--- config.mk ---
export PLATFORM = sky130hd
export DESIGN_NAME = perceptron_trainer
export DESIGN_NICKNAME = d
export VERILOG_FILES = /design/src/rtl/perceptron_trainer.sv
export SDC_FILE = /design/constraint.sdc
export NUM_CORES = 1
export LEC_CHECK = 0
export BUFFER_PORTS_ARGS = -buffer_cell sky130_fd_sc_hd__buf_2
export CELL_PAD_IN_SITES_DETAIL_PLACEMENT = 1
export CELL_PAD_IN_SITES_GLOBAL_PLACEMENT = 2
export CORE_MARGIN = 1.5
export CORE_UTILIZATION = 30
export CTS_BUF_LIST = sky130_fd_sc_hd__clkbuf_16
export CTS_CLUSTER_DIAMETER = 50
export DETAILED_ROUTE_END_ITERATION = 8
export PLACE_DENSITY = 0.8
export SYNTH_ARGS = -nofsm -noshare
export SYNTH_HDL_FRONTEND = slang
export SYNTH_SLANG_ARGS = --single-unit
export TNS_END_PERCENT = 100
--- constraint.sdc ---
create_clock -name clk -period 6.7 [get_ports clk]
set_clock_uncertainty 0.1 [all_clocks]
set_input_delay 1.34 -clock clk [delete_from_list [all_inputs] [get_ports clk]]
set_output_delay 1.34 -clock clk [all_outputs]
set_load 0.01 [all_outputs]
--- src/rtl/perceptron_trainer.sv ---
// perceptron_trainer: argmax over latched class scores, then streams pixels and writes back perceptron weight updates.
// Define TRAIN_SATURATE_EN for saturating weight updates; otherwise updates wrap in two's complement.
module perceptron_trainer #(
  parameter int NUM_CLASSES = 10,
  parameter int WEIGHT_W = 16,
  parameter int NUM_PIXELS = 784,
  parameter int ADDR_W = 10,
  parameter int STEP = 1
) (
  input  logic clk,
  input  logic reset,
  input  logic start,
  input  logic [$clog2(NUM_CLASSES)-1:0] label,
  input  logic [NUM_CLASSES*WEIGHT_W-1:0] scores,
  input  logic pix_valid,
  input  logic pix_data,
  output logic pix_ready,
  output logic [ADDR_W-1:0] rd_addr,
  input  logic [NUM_CLASSES*WEIGHT_W-1:0] weights_rd,
  output logic wr_en,
  output logic [ADDR_W-1:0] wr_addr,
  output logic [NUM_CLASSES*WEIGHT_W-1:0] weights_wr,
  output logic busy,
  output logic done,
  output logic [$clog2(NUM_CLASSES)-1:0] pred,
  output logic mispredict,
  output logic [15:0] err_count
);
  localparam int LW = $clog2(NUM_CLASSES);
  localparam int PW = $clog2(NUM_PIXELS + 1);
  typedef enum logic [1:0] {IDLE, ARGMAX, UPDATE, DONE} state_t;
  state_t state, state_n;
  logic [LW-1:0] lbl, cls_idx, best_idx, win;
  logic signed [WEIGHT_W-1:0] sc [NUM_CLASSES];
  logic signed [WEIGHT_W-1:0] best_val;
  logic [PW-1:0] pix_cnt;
  logic last_cls, take, hs;

  function automatic logic [WEIGHT_W-1:0] upd(input logic [WEIGHT_W-1:0] w, input logic inc, input logic dec);
`ifdef TRAIN_SATURATE_EN
    logic [WEIGHT_W:0] s;
    s = {w[WEIGHT_W-1], w} + (inc ? (WEIGHT_W+1)'(STEP) : '0) - (dec ? (WEIGHT_W+1)'(STEP) : '0);
    return (s[WEIGHT_W] != s[WEIGHT_W-1]) ? {s[WEIGHT_W], {(WEIGHT_W-1){~s[WEIGHT_W]}}} : s[WEIGHT_W-1:0];
`else
    return w + (inc ? WEIGHT_W'(STEP) : '0) - (dec ? WEIGHT_W'(STEP) : '0);
`endif
  endfunction

  assign last_cls = cls_idx == LW'(NUM_CLASSES - 1);
  assign take = cls_idx == '0 || sc[cls_idx] > best_val;
  assign win = take ? cls_idx : best_idx;
  assign pix_ready = state == UPDATE && pix_cnt != PW'(NUM_PIXELS);
  assign hs = pix_valid && pix_ready;
  assign rd_addr = state == UPDATE ? ADDR_W'(pix_cnt) : '0;
  assign busy = state != IDLE;
  assign done = state == DONE;

  always_comb begin
    state_n = state == IDLE   ? (start ? ARGMAX : IDLE) :
              state == ARGMAX ? (last_cls ? UPDATE : ARGMAX) :
              state == UPDATE ? (pix_cnt == PW'(NUM_PIXELS) ? DONE : UPDATE) : IDLE;
  end

  // write data is only meaningful while wr_en is high; zero otherwise keeps outputs quiet in reset
  always_comb begin
    weights_wr = '0;
    for (int c = 0; c < NUM_CLASSES; c++)
      weights_wr[c*WEIGHT_W +: WEIGHT_W] = wr_en ? upd(weights_rd[c*WEIGHT_W +: WEIGHT_W], LW'(c) == lbl, LW'(c) == pred) : '0;
  end

  always_ff @(posedge clk or negedge reset) begin
    if (!reset) begin
      state <= IDLE;
      lbl <= '0;
      cls_idx <= '0;
      best_idx <= '0;
      best_val <= '0;
      pix_cnt <= '0;
      pred <= '0;
      mispredict <= 1'b0;
      err_count <= '0;
      wr_en <= 1'b0;
      wr_addr <= '0;
      for (int c = 0; c < NUM_CLASSES; c++) sc[c] <= '0;
    end else begin
      state <= state_n;
      wr_en <= hs && mispredict && pix_data;
      if (hs) begin
        wr_addr <= ADDR_W'(pix_cnt);
        pix_cnt <= pix_cnt + 1'b1;
      end
      if (state == IDLE && start) begin
        lbl <= label;
        cls_idx <= '0;
        pix_cnt <= '0;
        for (int c = 0; c < NUM_CLASSES; c++) sc[c] <= scores[c*WEIGHT_W +: WEIGHT_W];
      end
      if (state == ARGMAX) begin
        if (take) best_val <= sc[cls_idx];
        best_idx <= win;
        cls_idx <= cls_idx + 1'b1;
        if (last_cls) begin
          pred <= win;
          mispredict <= win != lbl;
        end
      end
      if (state == DONE && mispredict && err_count != 16'hFFFF) err_count <= err_count + 1'b1;
    end
  end
endmodule
==> impl_metrics.tcl, run 1 <==
set metrics [dict create \
    status "finished, final reports clean" \
    die_h_um 254.8 \
    setup_ws_ps 765.4 \
    rsz0062_at_grt "false" \
    maxSlewViolCount 0 \
    synth.distinct_cells 71 \
    yosysTopAreaCell "dfrtp_1" \
    rows 92 \
    vias 18241 \
    grt-ovfl-total 0 \
    dp_slack_ps 1169 \
    critPathMaxStageDelay_ps 480 \
    timing.final.crit_share_pct 88.58 \
    grt_start_max_net_pins 144 \
    drive_gt1_share_pct 23.49 \
    boundaryPins 534 \
    netlist_top_cells_area "dfrtp_1, nand2_1, ha_1, and2_1, inv_1" \
    synthMuxAreaShare_pct 5.392 \
    synth_top_area_share_pct 30.51 \
    arrival_ps 4490 \
    synth_seq_cells 232 \
    ant_nets 0 \
    layout_min_cycle_time_ps 5935 \
    drt_pre_antenna_iters 4 \
    nets 3356 \
    synth_ff_type "dfrtp_1" \
    synth_most_common_cell "nand2_1" \
    max-cap-violations 0 \
    synth_compound_area_share_pct 14.76 \
    critical_path_buf_inv_count 3 \
    synth_top_family_by_area "simple AND/OR/NAND/NOR gates" \
    avgRoutedWirePerCell_um 18.25 \
    setup_viol 0 \
    hold_viol_final 0 \
    initial_utilization_pct 30.27 \
    wirelength_um 67690 \
    p_switching_mw 1.269 \
    dieArea_um2 64940 \
    place_congestion 0.8877 \
    ys_seq_area_share_pct 30.51 \
    synthCells 2347 \
    cts-buffers-inserted 26 \
    path_clk_slew_ps 60 \
    post_drt_via_cell_ratio 4.918 \
    cts_tree "done" \
    critPathSlowestCell "fa_1" \
    insertion_delay_ps 550 \
    areaGrowthSynthToFinish_pct 22.98 \
    p_clk_share_pct 34.5 \
    synth-simple-area-share_pct 23.81 \
    synth_xor_area_share_pct 6.444 \
    ctsResizeCount 0 \
    ir_worst_vdd_v 0.0001678 \
    p_comb_share_pct 28.3 \
    drc 0 \
    worst_ep_required_time_ps 5260 \
    synth_edf_count 0 \
    path_cells "inv_1 -> nor2_1 -> nand3_1 -> ha_1 -> inv_1 -> ha_1 -> fa_1 -> a211oi_1 -> o21bai_1 -> a221oi_1 -> o21ai_1 -> o41ai_2 -> o21ai_1 -> xor2_1 -> and2_1 -> buf_2" \
    cp-end-kind "output port" \
    tightest_slew_ps 1077 \
    maxSlewHeadroom_pct 28.11 \
    grt_usage_pct 20.20 \
    power.leakage_nw 12.84 \
    p_per_area_nw_per_um2 169.7 \
    die_x_um 254.8 \
    switching_share_pct 31.98 \
    clock_path_buffers 3 \
    cp_max_fo 4 \
    antenna_found_initial 23 \
    fmax_mhz 168.5 \
    pwr-share-seq_pct 37.2 \
    synth_warnings 0 \
    synth_fp_nets 2868 \
    syn_avg_cell_area_um2 8.107 \
    grt_pass1_vias 19387 \
    crit_family "compound AO/OA/AOI/OAI gates" \
    io_buffers 533 \
    grt_pass1_wl_um 104500 \
    hp-class "register to register" \
    crit_path_start_kind "register" \
    drt_iter0_drc 686 \
    cts_hold_buf 0 \
    cts_sinks 232 \
    core_area_um2 62850 \
    tns_ps 0 \
    post_cts_buffers 0 \
    async_flop_share_pct 100.0 \
    htreeDepth 1 \
    hpwlAfterDp_um 54820 \
    synth_area_um2 19030 \
    criticalPathCategory "register to output port" \
    synth_adder_area_share_pct 13.02 \
    cts_root_buf "clkbuf_16" \
    p_int_mw 2.700 \
    synth_top_cells_by_count "nand2_1, dfrtp_1, inv_1, ha_1, and2_1" \
]
-- power by group through the flow --
stage	combinational (mW)	sequential, mW	clock, mW
2_1_floorplan	0.690	1.50	0
3_3_place_gp	1.09	1.50	0
3_5_place_dp	1.13	1.51	0
4_1_cts	1.14	1.48	1.41
5_1_grt	1.26	1.49	1.46
6_report	1.12	1.48	1.37
-- cell type report --
type                       instances  area (um2)
clock inverter                    18       122.6
fill                            7787       39450
tap                              846        1059
inverter                         221       829.5
antenna                           11       27.53
multi-input combinational       1811       12080
timing repair buffer             543        2790
sequential                       232        5814
clock buffer                      27       675.6
-- state kept, by name, indices dropped and copies added, names as in the netlist, 4 cells and up, named ones only --
name,count
pred,4
pix_cnt,10
best_idx,4
lbl,4
err_count,16
best_val,16
sc,160
wr_addr,10
cls_idx,4
-- path summary, 6_finish.rpt --
path                            depth (start not counted)  slack, ps               to  startpoint
worst max-delay path                                   16        770  weights_wr[126]      lbl[2]
worst min-delay path                                    1        370       wr_addr[2]  wr_addr[2]
worst max register to register                         13       1800       mispredict  cls_idx[0]
worst min register to register                          1        370       wr_addr[2]  wr_addr[2]
max in group asynchronous                               2       4460            sc[1]       reset
min in group asynchronous                               1        710           sc[42]       reset
-- cell usage in the layout (no fill, tap or decap), types with 24 or more instances in the layout --
master     count
clkbuf_16     27
nand2_1      610
nor3_1        35
inv_1        226
a21oi_1       88
mux2_2        24
o21ai_0       93
nor2_1        88
xnor2_1       88
xor2_1        52
o21ai_1       33
mux4_2        32
ha_1         182
and2_1       140
dfrtp_1      229
nand3_1       34
buf_2        532
a21o_1        42
-- metal layers --
layer	wire length, um	GRT usage, %	up-vias
li1	-	-	8860
met1	27140	23.35	8816
met2	33980	36.77	436
met3	4105	3.926	109
met4	2321	7.405	20
met5	136	0	-
-- stage by stage --
stage / util, % / cells / hold WS [ps] / instance area [um2] / power, mW
2_1_floorplan: - / 2347 / 340.1 / 19030 / 2.190
3_5_place_dp: 35.92 / 3653 / 360.5 / 22570 / 2.635
4_1_cts: 37.19 / 3698 / 374.9 / 23370 / 4.024
3_3_place_gp: 35.92 / 3653 / 352.4 / 22570 / 2.598
6_report: 37.23 / 3709 / 369.4 / 23400 / 3.970
5_1_grt: 37.22 / 3706 / 385.4 / 23390 / 4.203
-- cells by family after synthesis --
family,count (synthesis)
and+or+nand+nor,1008
AOI/OAI and AO/OA,412
buffers and inverters,304
DFF,232
adders and majority gates,192
xor gates and xnor gates,140
muxes,59
No activity file was read; power rests on OpenSTA's default activity.
==> run 2, diff against run 1 <==
--- a/config.mk
+++ b/config.mk
@@ -9,11 +9,11 @@
 export CELL_PAD_IN_SITES_DETAIL_PLACEMENT = 1
 export CELL_PAD_IN_SITES_GLOBAL_PLACEMENT = 2
 export CORE_MARGIN = 1.5
-export CORE_UTILIZATION = 30
+export CORE_UTILIZATION = 28
 export CTS_BUF_LIST = sky130_fd_sc_hd__clkbuf_16
 export CTS_CLUSTER_DIAMETER = 50
 export DETAILED_ROUTE_END_ITERATION = 8
-export PLACE_DENSITY = 0.8
+export PLACE_DENSITY = 0.78
 export SYNTH_ARGS = -nofsm -noshare
 export SYNTH_HDL_FRONTEND = slang
 export SYNTH_SLANG_ARGS = --single-unit
==> constraint.sdc (replaced) <==
create_clock -name clk -period 5.23 [get_ports clk]
set_clock_uncertainty 0.1 [all_clocks]
set_input_delay 1.046 -clock clk [delete_from_list [all_inputs] [get_ports clk]]
set_output_delay 1.046 -clock clk [all_outputs]
set_load 0.01 [all_outputs]
==> impl_metrics.tcl, run 2 (synthesis results as in run 1) <==
set metrics [dict create \
    rsz0062_at_grt "true" \
    status "finished, final reports clean" \
    insertion_delay_ps 540 \
    worst_ep_required_time_ps 4080 \
    p_per_area_nw_per_um2 216.2 \
    io_buffers 533 \
    finish.instance_area_um2 24010 \
    vias 18360 \
    dp_slack_ps 136.5 \
    cts_hold_buf 0 \
    grt_pass1_vias 19377 \
    avgRoutedWirePerCell_um 18.31 \
    dieArea_um2 69530 \
    boundaryPins 534 \
    arrival_ps 3940 \
    top_register "sc" \
    crit_path_start_kind "register" \
    tightest_slew_ps 960.0 \
    post_drt_via_cell_ratio 4.873 \
    nets 3397 \
    endpoint "weights_wr[40]" \
    reg2reg_from "cls_idx[0]" \
    antenna_found_initial 11 \
    instances_no_fill 3768 \
    areaGrowthSynthToFinish_pct 26.17 \
    place_congestion 0.8990 \
    largest_reg_flops 160 \
    criticalPathCategory "register to output port" \
    ant_nets 0 \
    clock_path_buffers 3 \
    cts_sinks 232 \
    grt_pass1_wl_um 108400 \
    cts_tree "done" \
    drt_iter0_drc 719 \
    top_regs "sc (160), best_val (16), err_count (16)" \
    dp.cells 3692 \
    grt_start_max_net_pins 113 \
    htreeDepth 1 \
    crit_start "pred[0]" \
    hpwlAfterDp_um 55790 \
    fmax_mhz 196.7 \
    mostFrequentLayoutCells "nand2_1, buf_2, inv_1, dfrtp_1, ha_1" \
    total_power_mw 5.189 \
    hold_viol_final 0 \
    wirelength_um 68980 \
    grt-ovfl-total 0 \
    drt_pre_antenna_iters 5 \
    cts-buffers-inserted 27 \
    initial_utilization_pct 28.33 \
    r2r-end "mispredict" \
    layout_min_cycle_time_ps 5085 \
    core_area_um2 67160 \
    hp-class "register to register" \
    ir_worst_vdd_v 0.0001560 \
    power.leakage_nw 13.04 \
    maxSlewViolCount 0 \
    drc 0 \
    path_clk_slew_ps 60 \
    setup_ws_ps 145.0 \
    grt_usage_pct 19.35 \
    rows 95 \
    die_x_um 263.7 \
    maxSlewHeadroom_pct 36.00 \
    cts_root_buf "clkbuf_16" \
    max-cap-violations 0 \
    place_area_um2 22680 \
    cp-end-kind "output port" \
    ff2ff_path_depth 12 \
    die_h_um 263.7 \
    r2r_setup_slack_ps 720 \
    setup_viol 0 \
    timing.final.crit_share_pct 97.23 \
    cp_max_fo 8 \
    drive_gt1_share_pct 26.54 \
    final_common_cell "nand2_1" \
]
-- run 2: what timing repair did --
| item | in CTS | in global routing |
|---|---|---|
| pin swaps | 15 | 34 |
| buffers inserted | 21 | 7 |
| gates resized for setup | 34 | 34 |
| setup endpoints to repair | 20 | 32 |
-- run 2: how the worst min path moves through the flow --
stage	start	endpoint	slack (ps)	depth (start not counted)
final	sc[27]	sc[27]	370	2
after global routing	sc[40]	sc[40]	400	2
after detailed placement	sc[88]	sc[88]	360	2
after floorplan	sc[0]	sc[0]	340	2
after CTS	sc[88]	sc[88]	380	2
after global placement	sc[48]	sc[48]	350	2
-- run 2: routing by layer --
layer	GRT usage, %	vias up	wire length (um)
met5	0	-	82
met4	4.874	12	1528
met3	2.871	84	3253
met2	35.01	443	34680
met1	23.91	8891	29430
li1	-	8930	-
-- run 2: layout make-up --
cell class	count	area, um2
antenna	5	12.51
sequential	232	5823
timing repair buffer	583	3078
fill	8231	43150
multi-input combinational	1811	12360
clock buffer	27	675.6
inverter	221	829.5
tap	873	1092
clock inverter	16	138.9
-- run 2: worst max-delay path, stage by stage (launching register included) --
cell and delay, ps:
dfrtp_2 470, nand2b_1 200, nor3_2 120, ha_1 240
inv_1 100, ha_2 200, fa_2 240, a211oi_2 90
o21bai_1 240, a31oi_2 150, buf_4 160, buf_4 120
buf_4 120, buf_4 120, buf_4 120, buf_4 120
buf_4 120, o21ai_2 130, xnor2_1 140, nor2b_1 60
buf_2 140
-- run 2: metrics by stage --
stage,TNS (ps),utilization (%),hold slack (ps)
floorplan,0,-,340.1
global placement,0,33.77,351.6
detailed placement,0,33.77,362.2
CTS,-23.57,35.42,377.2
global route,-216.8,35.74,395.3
finish,0,35.74,370.8
-- run 2: power breakdown --
part	internal [mW]	total (mW)	leakage, nW	switching (mW)
registers	1.84	1.89	3.18	0.0517
clock network	1.03	1.79	0.406	0.760
logic	0.674	1.50	9.46	0.831
total	3.55	5.19	13.0	1.64
